$ cat src/rtl/cu_seq.sv
// cu_seq: multi-cycle MIPS control unit with a built-in phase sequencer.
// Each instruction class visits only the phases it needs. FETCH and MEM stall
// on mem_ready, and a bounded wait counter halts the unit if memory never answers.
// Optional feature macro: CU_TRAP_EN. When it is defined, an unknown instruction
// halts the unit and raises illegal. Otherwise it runs as a 2-cycle NOP.
module cu_seq #(
    parameter int ALUOP_W  = 6,
    parameter int WAIT_MAX = 15,
    parameter int CNT_W    = 8
) (
    input  logic               clk,
    input  logic               reset,
    input  logic [5:0]         op,
    input  logic [5:0]         irfunc,
    input  logic [4:0]         regimm,
    input  logic               mem_ready,
    output logic [4:0]         phase,
    output logic               ir_we,
    output logic               pc_inc,
    output logic               pc_we,
    output logic               pc_cond_we,
    output logic               mem_req,
    output logic               mem_we,
    output logic [1:0]         lorD,
    output logic               reg_we,
    output logic [1:0]         reg_dst,
    output logic [1:0]         mem_to_reg,
    output logic [1:0]         alu_src_a,
    output logic [2:0]         alu_src_b,
    output logic [ALUOP_W-1:0] alu_op,
    output logic [1:0]         pc_src,
    output logic               instr_done,
`ifdef CU_TRAP_EN
    output logic               illegal,
`endif
    output logic               halted
);

    // State encoding equals the phase output; HALT is the all-zero state.
    localparam logic [4:0] S_HALT   = 5'b00000;
    localparam logic [4:0] S_FETCH  = 5'b00001;
    localparam logic [4:0] S_DECODE = 5'b00010;
    localparam logic [4:0] S_EXEC   = 5'b00100;
    localparam logic [4:0] S_MEM    = 5'b01000;
    localparam logic [4:0] S_WB     = 5'b10000;

    localparam logic [3:0] C_ILL   = 4'd0;
    localparam logic [3:0] C_RCALC = 4'd1;
    localparam logic [3:0] C_ICALC = 4'd2;
    localparam logic [3:0] C_LW    = 4'd3;
    localparam logic [3:0] C_SW    = 4'd4;
    localparam logic [3:0] C_BR    = 4'd5;
    localparam logic [3:0] C_J     = 4'd6;
    localparam logic [3:0] C_JAL   = 4'd7;
    localparam logic [3:0] C_JR    = 4'd8;
    localparam logic [3:0] C_JALR  = 4'd9;

    localparam logic [5:0] A_ADD  = 6'b000010;
    localparam logic [5:0] A_BEQ  = 6'b000110;
    localparam logic [5:0] A_BNE  = 6'b100001;
    localparam logic [5:0] A_BGEZ = 6'b010100;
    localparam logic [5:0] A_BGTZ = 6'b100010;
    localparam logic [5:0] A_BLEZ = 6'b001100;
    localparam logic [5:0] A_BLTZ = 6'b100100;
    localparam logic [5:0] A_SLT  = 6'b001001;
    localparam logic [5:0] A_AND  = 6'b001000;
    localparam logic [5:0] A_OR   = 6'b010000;
    localparam logic [5:0] A_XOR  = 6'b010001;
    localparam logic [5:0] A_NOR  = 6'b100000;
    localparam logic [5:0] A_PASS = 6'b001010;

    logic [4:0]       state, next;
    logic [CNT_W-1:0] cnt;
    logic [3:0]       cls;
    logic [5:0]       exec_op;
    logic [2:0]       b_sel;
    logic [5:0]       op6;
    logic             cnt_max;

    assign cnt_max = (cnt == CNT_W'(WAIT_MAX));

    // Classify the instruction and pick its EXEC ALU code and B operand.
    always_comb begin
        // NOTE: every combinational output gets a default first so no path infers a latch.
        cls     = C_ILL;
        exec_op = 6'b000000;
        b_sel   = 3'b000;
        case (op)
            6'h00: begin
                b_sel = 3'b001;
                case (irfunc)
                    6'h20: begin cls = C_RCALC; exec_op = A_ADD;  end
                    6'h24: begin cls = C_RCALC; exec_op = A_AND;  end
                    6'h25: begin cls = C_RCALC; exec_op = A_OR;   end
                    6'h26: begin cls = C_RCALC; exec_op = A_XOR;  end
                    6'h27: begin cls = C_RCALC; exec_op = A_NOR;  end
                    6'h2A: begin cls = C_RCALC; exec_op = A_SLT;  end
                    6'h08: begin cls = C_JR;    exec_op = A_PASS; b_sel = 3'b000; end
                    6'h09: begin cls = C_JALR;  exec_op = A_PASS; b_sel = 3'b000; end
                    default: ;
                endcase
            end
            6'h01: begin
                b_sel = 3'b010;
                case (regimm)
                    5'h00:   begin cls = C_BR; exec_op = A_BLTZ; end
                    5'h01:   begin cls = C_BR; exec_op = A_BGEZ; end
                    default: ;
                endcase
            end
            6'h02: cls = C_J;
            6'h03: cls = C_JAL;
            6'h04: begin cls = C_BR;    exec_op = A_BEQ;  b_sel = 3'b001; end
            6'h05: begin cls = C_BR;    exec_op = A_BNE;  b_sel = 3'b001; end
            6'h06: begin cls = C_BR;    exec_op = A_BLEZ; b_sel = 3'b010; end
            6'h07: begin cls = C_BR;    exec_op = A_BGTZ; b_sel = 3'b010; end
            6'h09: begin cls = C_ICALC; exec_op = A_ADD;  b_sel = 3'b011; end
            6'h0C: begin cls = C_ICALC; exec_op = A_AND;  b_sel = 3'b100; end
            6'h0D: begin cls = C_ICALC; exec_op = A_OR;   b_sel = 3'b100; end
            6'h0E: begin cls = C_ICALC; exec_op = A_XOR;  b_sel = 3'b100; end
            6'h23: begin cls = C_LW;    exec_op = A_ADD;  b_sel = 3'b011; end
            6'h2B: begin cls = C_SW;    exec_op = A_ADD;  b_sel = 3'b011; end
            default: ;
        endcase
    end

    // Phase sequencing: per-class routing, memory stalls and the timeout halt.
    always_comb begin
        next = state;
        case (state)
            S_FETCH: begin
                if (mem_ready)    next = S_DECODE;
                else if (cnt_max) next = S_HALT;
            end
            S_DECODE: begin
                if (cls == C_ILL)
`ifdef CU_TRAP_EN
                    next = S_HALT;
`else
                    next = S_FETCH;
`endif
                else
                    next = S_EXEC;
            end
            S_EXEC: begin
                case (cls)
                    C_RCALC, C_ICALC, C_JAL, C_JALR: next = S_WB;
                    C_LW, C_SW:                      next = S_MEM;
                    default:                         next = S_FETCH;
                endcase
            end
            S_MEM: begin
                if (mem_ready)    next = (cls == C_LW) ? S_WB : S_FETCH;
                else if (cnt_max) next = S_HALT;
            end
            S_WB:    next = S_FETCH;
            S_HALT:  next = S_HALT;
            default: next = S_FETCH;
        endcase
    end

    // State and wait-counter registers with synchronous reset.
    always_ff @(posedge clk) begin
        // NOTE: sequential state uses non-blocking assignments only; reset is sampled on the clock edge.
        if (reset) begin
            state <= S_FETCH;
            cnt   <= '0;
        end else begin
            state <= next;
            if (mem_ready || next != state)
                cnt <= '0;
            else if (state == S_FETCH || state == S_MEM)
                cnt <= cnt + CNT_W'(1);
        end
    end

`ifdef CU_TRAP_EN
    logic illegal_q;

    // Sticky illegal-instruction flag, raised when DECODE sees an unknown encoding.
    always_ff @(posedge clk) begin
        if (reset)
            illegal_q <= 1'b0;
        else if (state == S_DECODE && cls == C_ILL)
            illegal_q <= 1'b1;
    end

    assign illegal = illegal_q;
`endif

    // Control strobes and mux selects decoded from phase and instruction class.
    always_comb begin
        ir_we      = 1'b0;
        pc_inc     = 1'b0;
        pc_we      = 1'b0;
        pc_cond_we = 1'b0;
        mem_req    = 1'b0;
        mem_we     = 1'b0;
        lorD       = 2'b00;
        reg_we     = 1'b0;
        reg_dst    = 2'b00;
        mem_to_reg = 2'b00;
        alu_src_a  = 2'b00;
        alu_src_b  = 3'b000;
        op6        = 6'b000000;
        pc_src     = 2'b00;
        case (state)
            S_FETCH: begin
                mem_req = 1'b1;
                lorD    = 2'b01;
                ir_we   = mem_ready;
            end
            S_DECODE: begin
                pc_inc = 1'b1;
                if (cls == C_BR) begin
                    alu_src_a = 2'b01;
                    alu_src_b = 3'b101;
                    op6       = A_ADD;
                end
            end
            S_EXEC: begin
                case (cls)
                    C_J, C_JAL: begin
                        pc_we  = 1'b1;
                        pc_src = 2'b10;
                    end
                    C_ILL: ;
                    default: begin
                        alu_src_a = 2'b10;
                        alu_src_b = b_sel;
                        op6       = exec_op;
                        if (cls == C_BR) begin
                            pc_cond_we = 1'b1;
                            pc_src     = 2'b01;
                        end
                        if (cls == C_JR || cls == C_JALR) begin
                            pc_we  = 1'b1;
                            pc_src = 2'b01;
                        end
                    end
                endcase
            end
            S_MEM: begin
                mem_req = 1'b1;
                lorD    = 2'b10;
                op6     = A_ADD;
                mem_we  = (cls == C_SW);
            end
            S_WB: begin
                reg_we = 1'b1;
                case (cls)
                    C_LW:    begin reg_dst = 2'b00; mem_to_reg = 2'b01; end
                    C_RCALC: begin reg_dst = 2'b01; mem_to_reg = 2'b00; end
                    C_JALR:  begin reg_dst = 2'b01; mem_to_reg = 2'b10; end
                    C_JAL:   begin reg_dst = 2'b10; mem_to_reg = 2'b10; end
                    default: begin reg_dst = 2'b00; mem_to_reg = 2'b00; end
                endcase
            end
            default: ;
        endcase
    end

    assign phase      = state;
    assign halted     = (state == S_HALT);
    assign alu_op     = ALUOP_W'(op6);
    assign instr_done = (state != S_FETCH) && (state != S_HALT) && (next == S_FETCH);

endmodule

$ cat config.mk
export PLATFORM = sky130hd
export DESIGN_NAME = cu_seq
export DESIGN_NICKNAME = d
export VERILOG_FILES = /design/src/rtl/cu_seq.sv
export SDC_FILE = /design/constraint.sdc
export NUM_CORES = 1
export LEC_CHECK = 0
export ABC_CLOCK_PERIOD_IN_PS = 2700
export CAP_MARGIN = 20
export CORE_UTILIZATION = 41
export CTS_CLUSTER_DIAMETER = 30
export DETAILED_ROUTE_END_ITERATION = 10
export HOLD_SLACK_MARGIN = 0.12
export PLACE_DENSITY_LB_ADDON = 0.3
export SYNTH_ARGS = -nofsm -noshare
export SYNTH_HDL_FRONTEND = slang
export SYNTH_SLANG_ARGS = --single-unit
$ cat constraint.sdc
create_clock -name clk -period 2.7 [get_ports clk]
set_clock_uncertainty 0.05 [all_clocks]
set_input_delay 0.54 -clock clk [delete_from_list [all_inputs] [get_ports clk]]
set_output_delay 0.54 -clock clk [all_outputs]
set_load 0.1 [all_outputs]
==> flow_summary.toml, run 1 <==
[worst_hold_path]
hold_path.class = "reg2reg"
hold_path_startpoint = "cnt[6]"
hold_end = "cnt[6]"
min_path_cells = 2

[sta]
hold_viol = 0
fmax_mhz = 322
tightest_slew_ns = 0.479
slew_viol_final = 0
fin_crit_sh_pct = 115
rsz0062_at_grt = "yes"
slew_headroom_pct = 67.9
report.final.setup_viol = 14
fin_ws_ns = -0.403
fin_crit_ns = 3.10

[cts]
clkLatencyLatePin_ns = 0.29
clk_root_buffer_cell = "clkbuf_4"
htree_levels = 1
cts_tree = "done"
cts.clk_slew.worst_paths_ns = 0.09
cts_made_buffers = 3
clockBufferDepth = 2
cts-hold-fix-buffers = 0
cts.sinks = 13

[layout]
area_growth_pct = 113
diodes = 0
finalNetCount = 350
mostFrequentLayoutCells = "70 x buf_4, 26 x buf_12, 15 x nand2_1, 14 x nor2_1, 13 x a21oi_1"
final_common_cell = "buf_4"
stdcell_count = 374
drive_gt1_share_pct = 54.9
fill_cells = 111
fin_util_pct = 93.4

[drt]
drt_wl_total_um = 8670
antenna_left = 0
drt_iter0_drc = 292
vias = 2454
viasPerCell = 6.56
wl_per_cell_um = 23.2
drc_errors = 0
drtPass1Iterations = 6

[power_and_ir_drop]
switching_share_pct = 43.5
leakage_nw = 1.29
p_int_mw = 0.397
combPwrFrac_pct = 52.8
ir_worst_vdd_uv = 274
seq_power_share_pct = 28.9
p_sw_mw = 0.305
clockPowerShare_pct = 18.4
finalPower_mw = 0.703
powerDensity_nw_per_um2 = 220

[critical_path]
crit_slowest_cell = "dfxtp_4"
cp.buffers_inverters = 2
cp-start-kind = "flop"
crit_top_cell = "nor4_4"
worstPathMaxFanout = 13
reg2regPathDepth = 9
path_cells = "nor2_1 -> nand3_2 -> clkinvlp_4 -> o211ai_1 -> nor4_4 -> a211oi_2 -> nor4_4 -> buf_12"
crit_required_ns = 2.11
r2r-end = "cnt[0]"
worstReg2RegStart = "phase[0]"
cp_top_family = "simple AND/OR/NAND/NOR gates"
cp_slowest_stage_delay_ns = 0.42
end_kind = "primary output"
worst-endpoint-arrival_ns = 2.51
critPathKind = "reg2out"
rrSetupSlack_ns = 0.15
crit_path_start = "phase[0]"

[synth]
synth_fp_nets = 233
synthCells = 212
synth_edf_count = 0
async_flop_share_pct = 0
synth-seq-cells = 13
ys.flop_type = "dfxtp_1"
ys_top_cells_by_area = "dfxtp_1 17%, a21oi_1 5.7%, nor2_1 5.0%"
yosys.area.top_type_share_pct = 17.4
syn_area_um2 = 1500
ys_seq_area_share_pct = 17.4
yosysWarnings = 0
synth.avg_cell_area_um2 = 7.07
synth_area_leader_cell = "dfxtp_1"
yosysUniqueCellTypes = 52

[floorplan]
ios = 53
dieArea_um2 = 3900
dieWidth_um = 62.5
die_h_um = 62.5
start_util_pct = 43.9
core_um2 = 3420
rows = 21

[global_routing]
grtUsageTotal_pct = 42.3
grt_max_degree = 15
antenna_found_initial = 0
grt_pass1_vias = 2438
grt_overflow = 0
grt_first_pass_wirelength_um = 12900

[placed_design]
routabilityCongestion = 0.960
portBuffers = 52
dp_hpwl_um = 4850
dp_cells = 357

[status]
violations = "setup timing"
outcome = "complete, but fails checks"

[job]
max-cap-violations = 0
==> layout make-up <==
class | count | area, um^2 | share of cell area (%)
multi-input cells | 178 | 1470 | 46.0
repair buffers | 124 | 1320 | 41.2
clock buffers | 4 | 26.3 | 0.823
well taps | 46 | 57.6 | 1.80
inverters | 9 | 48.8 | 1.53
flip-flops and latches | 13 | 277 | 8.66
==> registers in the layout, indices dropped and copies added, names as in the netlist <==
name   count
cnt        8
phase      5
==> worst max path at each step <==
stage	end	slack, ns	cells after the start
floorplan	alu_op[3]	-0.74	6
global placement	alu_src_b[1]	-0.71	10
detailed placement	alu_src_b[1]	-0.81	10
CTS	alu_src_b[0]	-0.38	10
global route	instr_done	-0.43	8
finish	instr_done	-0.40	8
==> routing by layer <==
metal / routed length [um] / GRT usage (%) / share of wire [%] / up-vias
met5: 0 / 0 / 0 / -
met2: 3960 / 67.8 / 46 / 226
met3: 833 / 9.85 / 9.6 / 69
met4: 607 / 24.7 / 7.0 / 0
met1: 3270 / 51.4 / 38 / 1146
li1: - / - / - / 1013
==> power groups by stage <==
stage                     registers [mW]  logic, mW  clock network [mW]
after floorplan                    0.218      0.162                   0
after CTS                          0.201      0.339               0.124
after global routing               0.203      0.381               0.140
after detailed placement           0.206      0.311                   0
after global placement             0.205      0.301                   0
final                              0.203      0.371               0.129
==> synthesized netlist by cell type (5+ instances only) <==
cell      count
a21oi_1      17
and2_1        7
and3_1        8
buf_2         5
clkbuf_1      5
dfxtp_1      13
inv_1         9
nand2_1      17
nand2b_1      7
nand3_1      11
nor2_1       20
nor2b_1       8
nor3_1        7
nor4_1        5
o21ai_0       9
xor2_1        8
==> kinds of logic after synthesis <==
| kind of cell | Yosys count | share of synthesized area [%] |
|---|---|---|
| AOI/OAI and AO/OA | 53 | 24.5 |
| adders and majority gates | 1 | 0.835 |
| and+or+nand+nor | 113 | 44.6 |
| xor gates and xnor gates | 10 | 5.84 |
| muxes | 1 | 0.668 |
| DFF | 13 | 17.4 |
| buffers and inverters | 21 | 6.18 |
==> worst register-to-register path, cell delays in order, from the launching register on <==
cell        delay (ns)
dfxtp_4           0.42
nor2_1            0.32
nand3_2           0.23
clkinvlp_4        0.25
o211ai_1          0.16
nor4_4            0.19
a211oi_2          0.11
buf_4             0.16
buf_4             0.14
a211oi_1          0.38
==> repair_timing <==
action,CTS,global route
setup endpoints to repair,21,14
gates resized for setup,91,10
buffers inserted,11,4
pin swaps,25,15
==> per-stage QoR <==
stage	hold slack [ns]	setup slack, ns	area [um^2]	setup TNS (ns)
after global routing	0.551	-0.430	3190	-4.69
after CTS	0.461	-0.385	3130	-3.85
after detailed placement	0.450	-0.812	2900	-11.97
final	0.536	-0.403	3190	-4.34
after global placement	0.435	-0.714	2900	-9.90
after floorplan	0.422	-0.737	1720	-6.53
Note: power is estimated with default switching activity, not from simulation.
==> run 2, diff against run 1 <==
Settings changed: PLACE_DENSITY from default to 0.89, PLACE_DENSITY_LB_ADDON 0.3 to default.
==> flow_summary.toml, run 2 <==
[status]
outcome = "aborted with a tool error"
lastStage = "global routing (5_1_grt)"
error = "[ERROR GRT-0232] Routing congestion too high. Check the congestion heatmap in the GUI."

[floorplan]
ios = 53
die_h_um = 62.5
rows = 21
start_util_pct = 43.9
dieWidth_um = 62.5

[synth]
synth_edf_count = 0
yosysWarnings = 0
async_flop_share_pct = 0
yosysUniqueCellTypes = 52
synthCells = 212
ys_top_cells_by_area = "dfxtp_1 17%, a21oi_1 5.7%, nor2_1 5.0%"
synthMostInstantiatedCell = "nor2_1"
synth_common_cells = "20 x nor2_1, 17 x a21oi_1, 17 x nand2_1"
syn_area_um2 = 1500
synth-seq-cells = 13
ys_seq_area_share_pct = 17.4
synth_fp_nets = 233
ys.flop_type = "dfxtp_1"
synth.avg_cell_area_um2 = 7.07
yosys.area.top_type_share_pct = 17.4
synth_area_leader_cell = "dfxtp_1"

[global_routing]
grtUsageTotal_pct = 69.5
grt_overflow = 24
grt_max_degree = 14

[placed_design]
portBuffers = 52
dp_cells = 357
routabilityCongestion = 1.01
dp_hpwl_um = 4950

[cts]
cts.sinks = 13
clk_root_buffer_cell = "clkbuf_4"
cts_made_buffers = 3
cts-hold-fix-buffers = 0
htree_levels = 1
clockBufferDepth = 2

[sta]
worst_endpoint = "alu_src_b[2]"
worstEndpointType = "output port"
==> run 2: timing repair <==
item | in CTS
resized for setup | 99
setup endpoints to repair | 21
buffers inserted | 21
pin swaps | 28
==> run 2: logic make-up after synthesis <==
group                      after synthesis  synth area share, %
xor gates and xnor gates                10                 5.84
DFF                                     13                 17.4
buffers and inverters                   21                 6.18
AOI/OAI and AO/OA                       53                 24.5
adders and majority gates                1                0.835
and+or+nand+nor                        113                 44.6
muxes                                    1                0.668
==> run 2: metrics by stage <==
step                utilization, %  setup TNS [ns]  worst slack (ns)  instance area, um^2  hold slack [ns]
floorplan                        -           -6.53            -0.737                 1720            0.422
global placement              84.6           -9.72            -0.754                 2890            0.438
detailed placement            84.6          -12.21            -0.868                 2890            0.469
CTS                           94.4           -5.01            -0.492                 3220            0.481
==> run 2: metal layers <==
metal  GRT overflow  GRT usage, %
met1              0          71.8
met2             15          91.0
met3              0          46.0
met4              9          69.5
met5              0             0
==> run 3, diff against run 2 <==
Settings changed: ABC_CLOCK_PERIOD_IN_PS 2700 to 3500, CORE_UTILIZATION 41 to 40, CTS_CLUSTER_DIAMETER 30 to default, HOLD_SLACK_MARGIN 0.12 to default, PLACE_DENSITY 0.89 to default, PLACE_DENSITY_LB_ADDON from default to 0.15.
Clock period 2.7 ns to 3.5 ns, I/O delays scaled along.
==> flow_summary.toml, run 3 (synthesized netlist as in run 1, its figures left out) <==
[sta]
report.final.setup_viol = 0
fin_crit_sh_pct = 100
tightest_slew_ns = 0.963
slew_viol_final = 0
fmax_mhz = 286
fin_crit_ns = 3.50
hold_viol = 0
hold_slack_ns = 0.480
slew_headroom_pct = 35.6
fin_ws_ns = 0.000778

[cts]
cts.clk_slew.worst_paths_ns = 0.06
clk_root_buffer_cell = "clkbuf_8"
clockBufferDepth = 2
cts-hold-fix-buffers = 0
cts.sinks = 13
clkLatencyLatePin_ns = 0.25
cts_tree = "done"
htree_levels = 1
cts_made_buffers = 3

[critical_path]
cp-start-kind = "input pin"
worstPathMaxFanout = 4
worst-endpoint-arrival_ns = 2.75
crit_required_ns = 2.75
end_kind = "primary output"
critPathKind = "in2out"

[layout]
diodes = 0
area_growth_pct = 102
regMostFlops = "cnt"
finalNetCount = 348
final_common_cell = "buf_4"
largest_reg_flops = 8
stdcell_count = 372
mostFrequentLayoutCells = "75 x buf_4, 22 x buf_12, 17 x nor2_1, 16 x nand2_1, 13 x a21oi_1"
drive_gt1_share_pct = 48.8

[drt]
drc_errors = 0
wl_per_cell_um = 18.7
vias = 2251
drt_iter0_drc = 267
viasPerCell = 6.05
antenna_left = 0
drt_wl_total_um = 6960
drtPass1Iterations = 5

[placed_design]
dp_cells = 350
dpl_worst_slack_ns = -0.368
dp_hpwl_um = 4360
portBuffers = 52
routabilityCongestion = 0.874

[global_routing]
grt_max_degree = 14
grt_first_pass_wirelength_um = 11000
grt_pass1_vias = 2204
grtUsageTotal_pct = 34.9
grt_overflow = 0
antenna_found_initial = 0

[floorplan]
core_um2 = 3470
ios = 53
die_h_um = 63.2
dieArea_um2 = 4000
dieWidth_um = 63.2
rows = 21
start_util_pct = 43.2

[power_and_ir_drop]
p_sw_mw = 0.225
seq_power_share_pct = 28.3
p_int_mw = 0.330
ir_worst_vdd_uv = 251
combPwrFrac_pct = 46.1
powerDensity_nw_per_um2 = 183
leakage_nw = 1.25
clockPowerShare_pct = 25.7
switching_share_pct = 40.5
finalPower_mw = 0.555

[worst_hold_path]
hold_path.class = "reg2reg"

[job]
max-cap-violations = 0

[status]
outcome = "complete, no violations"
==> run 3: power groups by stage <==
stage / combinational [mW] / clock (mW) / sequential [mW]
detailed placement: 0.227 / 0 / 0.160
finish: 0.256 / 0.143 / 0.157
CTS: 0.241 / 0.138 / 0.157
floorplan: 0.122 / 0 / 0.170
global placement: 0.223 / 0 / 0.160
global route: 0.267 / 0.151 / 0.157
==> run 3: final timing paths <==
check | from | end | slack (ns) | cells after the start
hold reg to reg | cnt[6] | cnt[6] | 0.48 | 2
setup / recovery | irfunc[2] | alu_src_b[1] | 0.0008 | 11
setup reg to reg | cnt[5] | cnt[0] | 1.31 | 7
hold / removal | cnt[6] | cnt[6] | 0.48 | 2
==> run 3: per-stage QoR <==
step	cell area [um^2]	setup TNS [ns]	utilization, %
after floorplan	1660	-0.905	-
final	3030	0	87.4
after global routing	3030	-0.161	87.4
after CTS	3000	0	86.4
after global placement	2740	-2.43	79.1
after detailed placement	2740	-3.33	79.1
==> run 3: layer usage <==
layer	track usage [%]	part of all wire [%]	wire length, um
met5	0	0	0
met4	11.4	3.4	240
met3	6.88	6.4	444
met2	59.1	49	3410
met1	43.9	41	2870
==> run 3: critical path, cell delays in order <==
cell and delay (ns):
clkdlybuf4s15_2 0.19, buf_6 0.12, nor3_4 0.16, buf_4 0.16, nand4_4 0.13, o21ai_4 0.21, nor4_4 0.08, or3b_4 0.43
buf_12 0.16, nor3_4 0.20, buf_12 0.20
==> run 3: layout make-up <==
class | instances | area, um^2
multi-input combinational | 179 | 1420
timing repair buffer | 121 | 1210
fill | 169 | 435
sequential | 13 | 262
tap | 46 | 57.6
clock buffer | 4 | 45.0
inverter | 9 | 41.3
==> run 3: repair_timing <==
action | 4_1_cts | 5_1_grt
buffers inserted | 15 | 2
setup endpoints to repair | 13 | 12
resized for setup | 62 | 6
pin swaps | 16 | 5
cloned | 1 | 0
==> run 4, diff against run 3 <==
Settings changed: CORE_UTILIZATION 40 to 34, CTS_CLUSTER_DIAMETER from default to 50.
==> flow_summary.toml, run 4 (synthesized netlist as in run 1, its figures left out) <==
[layout]
drive_gt1_share_pct = 48.6
mostFrequentLayoutCells = "68 x buf_4, 23 x buf_12, 17 x nor2_1, 16 x nand2_1, 13 x a21oi_1"
fin_util_pct = 73.3
largest_reg_flops = 8
finalNetCount = 343
area_growth_pct = 101
stdcell_count = 371
regMostFlops = "cnt"
final_common_cell = "buf_4"
diodes = 0
stdcell_area_um2 = 3020

[global_routing]
grt_pass1_vias = 1899
grt_max_degree = 15
grt_overflow = 0
antenna_found_initial = 0
grt_first_pass_wirelength_um = 8690
grtUsageTotal_pct = 25.1

[worst_hold_path]
hold_path.class = "reg2reg"

[floorplan]
dieArea_um2 = 4680
die_h_um = 68.4
start_util_pct = 36.4
core_um2 = 4120
ios = 53
rows = 23
dieWidth_um = 68.4

[cts]
cts.clk_slew.worst_paths_ns = 0.05
clkLatencyLatePin_ns = 0.25
cts_tree = "done"
clockBufferDepth = 2
clk_root_buffer_cell = "clkbuf_8"
cts.sinks = 13
cts_made_buffers = 3
htree_levels = 1

[sta]
report.final.setup_viol = 0
hold_viol = 0
slew_viol_final = 0
fmax_mhz = 291
tightest_slew_ns = 0.961
fin_crit_ns = 3.44
fin_ws_ns = 0.0578
slew_headroom_pct = 35.7
fin_crit_sh_pct = 98.3

[critical_path]
crit_path_start = "op[3]"
cp-start-kind = "input pin"
end_kind = "primary output"
critPathCapture = "alu_src_b[2]"
cp_slowest_stage_delay_ns = 0.45
reg2regPathDepth = 8
worstPathMaxFanout = 6
crit_required_ns = 2.75
rrSetupSlack_ns = 1.42
crit_slowest_cell = "or3b_4"
worstReg2RegStart = "phase[0]"
critPathKind = "in2out"
worst-endpoint-arrival_ns = 2.69
path_cells = "clkbuf_2 -> nor4_4 -> buf_4 -> and4b_4 -> a21o_4 -> nor4_4 -> or3b_4 -> buf_12 -> o21ai_4 -> buf_12"
r2r-end = "cnt[3]"

[placed_design]
portBuffers = 52
dp_cells = 353
placed_area_um2 = 2750
dpl_worst_slack_ns = -0.309
routabilityCongestion = 0.833
dp_hpwl_um = 4190

[drt]
drt_wl_total_um = 5620
drtPass1Iterations = 4
viasPerCell = 5.49
drt_iter0_drc = 147
antenna_left = 0
drc_errors = 0
vias = 2036
wl_per_cell_um = 15.1

[power_and_ir_drop]
powerDensity_nw_per_um2 = 180
leakage_nw = 1.27
ir_worst_vdd_uv = 140

[status]
outcome = "complete, no violations"

[job]
max-cap-violations = 0
run 4: metal layers:
layer	global-route usage [%]	up-vias	wire length, um
li1	-	993	-
met4	7.55	0	99
met1	33.7	960	2640
met2	40.2	71	2590
met3	4.67	12	281
met5	0	-	0
run 4: critical path: cells and delay by family:
family | cells | cell delay, ns
simple gates | 4 | 1.00
compound gates | 2 | 0.30
buf+inv | 4 | 0.69
run 4: worst min-delay path by stage:
stage / cells past startpoint / from / slack [ns] / end
CTS: 2 / cnt[6] / 0.46 / cnt[6]
global route: 2 / cnt[6] / 0.49 / cnt[6]
detailed placement: 2 / cnt[6] / 0.45 / cnt[6]
global placement: 2 / cnt[6] / 0.44 / cnt[6]
finish: 2 / cnt[6] / 0.46 / cnt[6]
floorplan: 2 / cnt[6] / 0.42 / cnt[6]
run 4: power breakdown:
part | internal, mW | leakage [nW] | switching, mW
sequential | 0.151 | 0.106 | 0.00558
clock | 0.0807 | 0.0228 | 0.0595
combinational | 0.0963 | 1.15 | 0.149
run 4: cell type report:
class,instances,area [um^2]
multi-input cells,178,1400
repair buffers,117,1200
fillers,332,1100
flip-flops and latches,13,262
well taps,50,62.6
clock buffers,4,45.0
inverters,9,41.3
run 4: per-stage QoR:
stage	setup TNS, ns	power, mW	hold slack (ns)
detailed placement	-3.10	0.384	0.454
global placement	-3.12	0.382	0.440
CTS	0	0.534	0.463
floorplan	-0.905	0.292	0.422
global route	-0.00761	0.562	0.492
finish	0	0.542	0.461
run 4: what timing repair did:
item / in CTS / in global routing
resized for setup: 35 / 28
buffers inserted: 8 / 6
endpoints found under the setup margin: 13 / 12
pin swaps: 12 / 12
cloned: 0 / 0
endpoints found under the hold margin: 0 / 0
hold buffers: 0 / 0
==> patch, RTL diff (flow settings as in run 3) <==
Set the parameter `WAIT_MAX` to 14 (it was 15).
--- a/src/rtl/cu_seq.sv
+++ b/src/rtl/cu_seq.sv
@@ -6,5 +6,5 @@
 module cu_seq #(
     parameter int ALUOP_W  = 6,
-    parameter int WAIT_MAX = 15,
+    parameter int WAIT_MAX = 14,
     parameter int CNT_W    = 8
 ) (
Formal check against the unedited RTL: no difference found for any inputs over 10 cycles, from zero or initial values and one cycle with reset high; that may be too few to reach the edited logic, so the function may still have changed.
==> patch against run 3 <==
- the run now ends with setup timing left
- die area about the same
- utilization rose by 0.97 points
- area after synthesis barely moved
- synthesized cell count is 5.7% higher
- cell area up 1.1%
- sequential cell count stayed put
- hold slack lost 0.0043 ns
- final cell count shrank 1.1%
- global-route usage decreased by 2.5 points
- sequential power hardly changed
- total power increased by 0.62%
- worst setup slack lost 0.0029 ns
- wire length is 0.17% lower
- non-clock buffer count is 11 lower
- critical endpoint is now alu_op[1]
- largest cell class unchanged
==> patch: results (changes against run 3) <==
* Placement-stage worst setup slack: -0.211 ns (was -0.368 ns)
* P_sw: 0.227 mW (was 0.225 mW)
* Max_slew headroom: 36.0% (was 35.6%)
* Most numerous cell types in the synthesized netlist: nor2_1, nand2_1, dfxtp_1 (was nor2_1, a21oi_1, nand2_1)
- Main area contributors after synthesis: dfxtp_1, nor2_1, nand2_1 (was dfxtp_1, a21oi_1, nor2_1).
- Maximum number of pins on one net before global-route repair: 15 (was 14)
* Share of synthesized cell area in full adder, half adder and majority cells: 1.67% (was 0.835%)
- The complex-gate fraction of the synthesized area came to 22.7% (was 24.5%).
- The portion of netlist area occupied by mux cells is 0% (was 0.668%).
- Fraction of layout instances using a drive strength above 1: 49.4% (was 48.8%)
- Run status: complete, but fails checks (was complete, no violations)
- The met1 capacity usage during global routing was 34.9% (was 43.9%).
- Cell at the slowest stage of the critical path: nor4bb_4 (was or3b_4)
- The final reports fail on setup timing.
- Sequential area share after synthesis: 17.4% (about the same)
- The average vias per placed instance is 6.19 (was 6.05).
- Leak Pwr: 1.24 nW (was 1.25 nW)
* Peak VDD IR: 0.108 mV (was 0.251 mV)
- Gate count of the mapped netlist: 224 (was 212)
- Global Route Usage Sum: 32.4% (was 34.9%)
- The global-route met3 utilization came to 1.81% (was 6.88%).
* Sum of routed wire length over all layers: 6.95 mm (was 6.96 mm)
* Post-detail-place hpwl: 4.52 mm (was 4.36 mm)
* Number of setup violations in the final report: 1 (was 0)
* Worst-case setup margin in the final layout: -0.00211 ns (was 0.000778 ns)
## patch: critical path, delay by kind of cell
| kind | cells | cell delay, ns |
|---|---|---|
| AOI/OAI and AO/OA | 4 | 0.65 |
| and+or+nand+nor | 2 | 0.57 |
| buffers and inverters | 5 | 0.81 |
## patch: power by group through the flow
| stage | combinational (mW) | clock, mW | sequential, mW |
|---|---|---|---|
| 6_report | 0.265 | 0.137 | 0.157 |
| 5_1_grt | 0.276 | 0.144 | 0.158 |
| 4_1_cts | 0.250 | 0.135 | 0.157 |
| 3_5_place_dp | 0.239 | 0 | 0.160 |
| 3_3_place_gp | 0.233 | 0 | 0.160 |
| 2_1_floorplan | 0.139 | 0 | 0.170 |
## patch: repair_timing
| action | 4_1_cts | 5_1_grt |
|---|---|---|
| hold buffers | 0 | 0 |
| setup endpoints to repair | 13 | 12 |
| setup buffers | 5 | 6 |
| hold endpoints to repair | 0 | 0 |
| gates resized for setup | 44 | 20 |
| cloned | 1 | 0 |
| pin swaps | 10 | 8 |
## patch: cell type report
type                       count  share of cell area (%)
multi-input combinational    185                    48.6
timing repair buffer         110                    37.5
tap                           46                    1.88
clock buffer                   4                    1.47
inverter                      10                    1.59
sequential                    13                    8.94
## patch: worst paths after layout
kind / cells after the start / slack [ns] / from / end
worst max-delay path: 11 / -0.002 / irfunc[1] / alu_op[1]
worst min register to register: 2 / 0.48 / cnt[7] / cnt[7]
worst min-delay path: 2 / 0.48 / cnt[7] / cnt[7]
worst max register to register: 9 / 1.15 / cnt[0] / cnt[3]
## patch: cell families after synthesis
| kind of cell | count (synthesis) |
|---|---|
| flip-flops | 13 |
| XOR/XNOR | 13 |
| AND/OR/NAND/NOR | 120 |
| AO/OA/AOI/OAI | 50 |
| adder cells (fa/ha/maj) | 2 |
| buffers and inverters | 26 |
## patch: layer usage
metal / share of wire [%] / vias up
met3: 6.9 / 40
met1: 36 / 1061
met2: 51 / 159
met5: 0 / -
met4: 6.0 / 0
li1: - / 1018
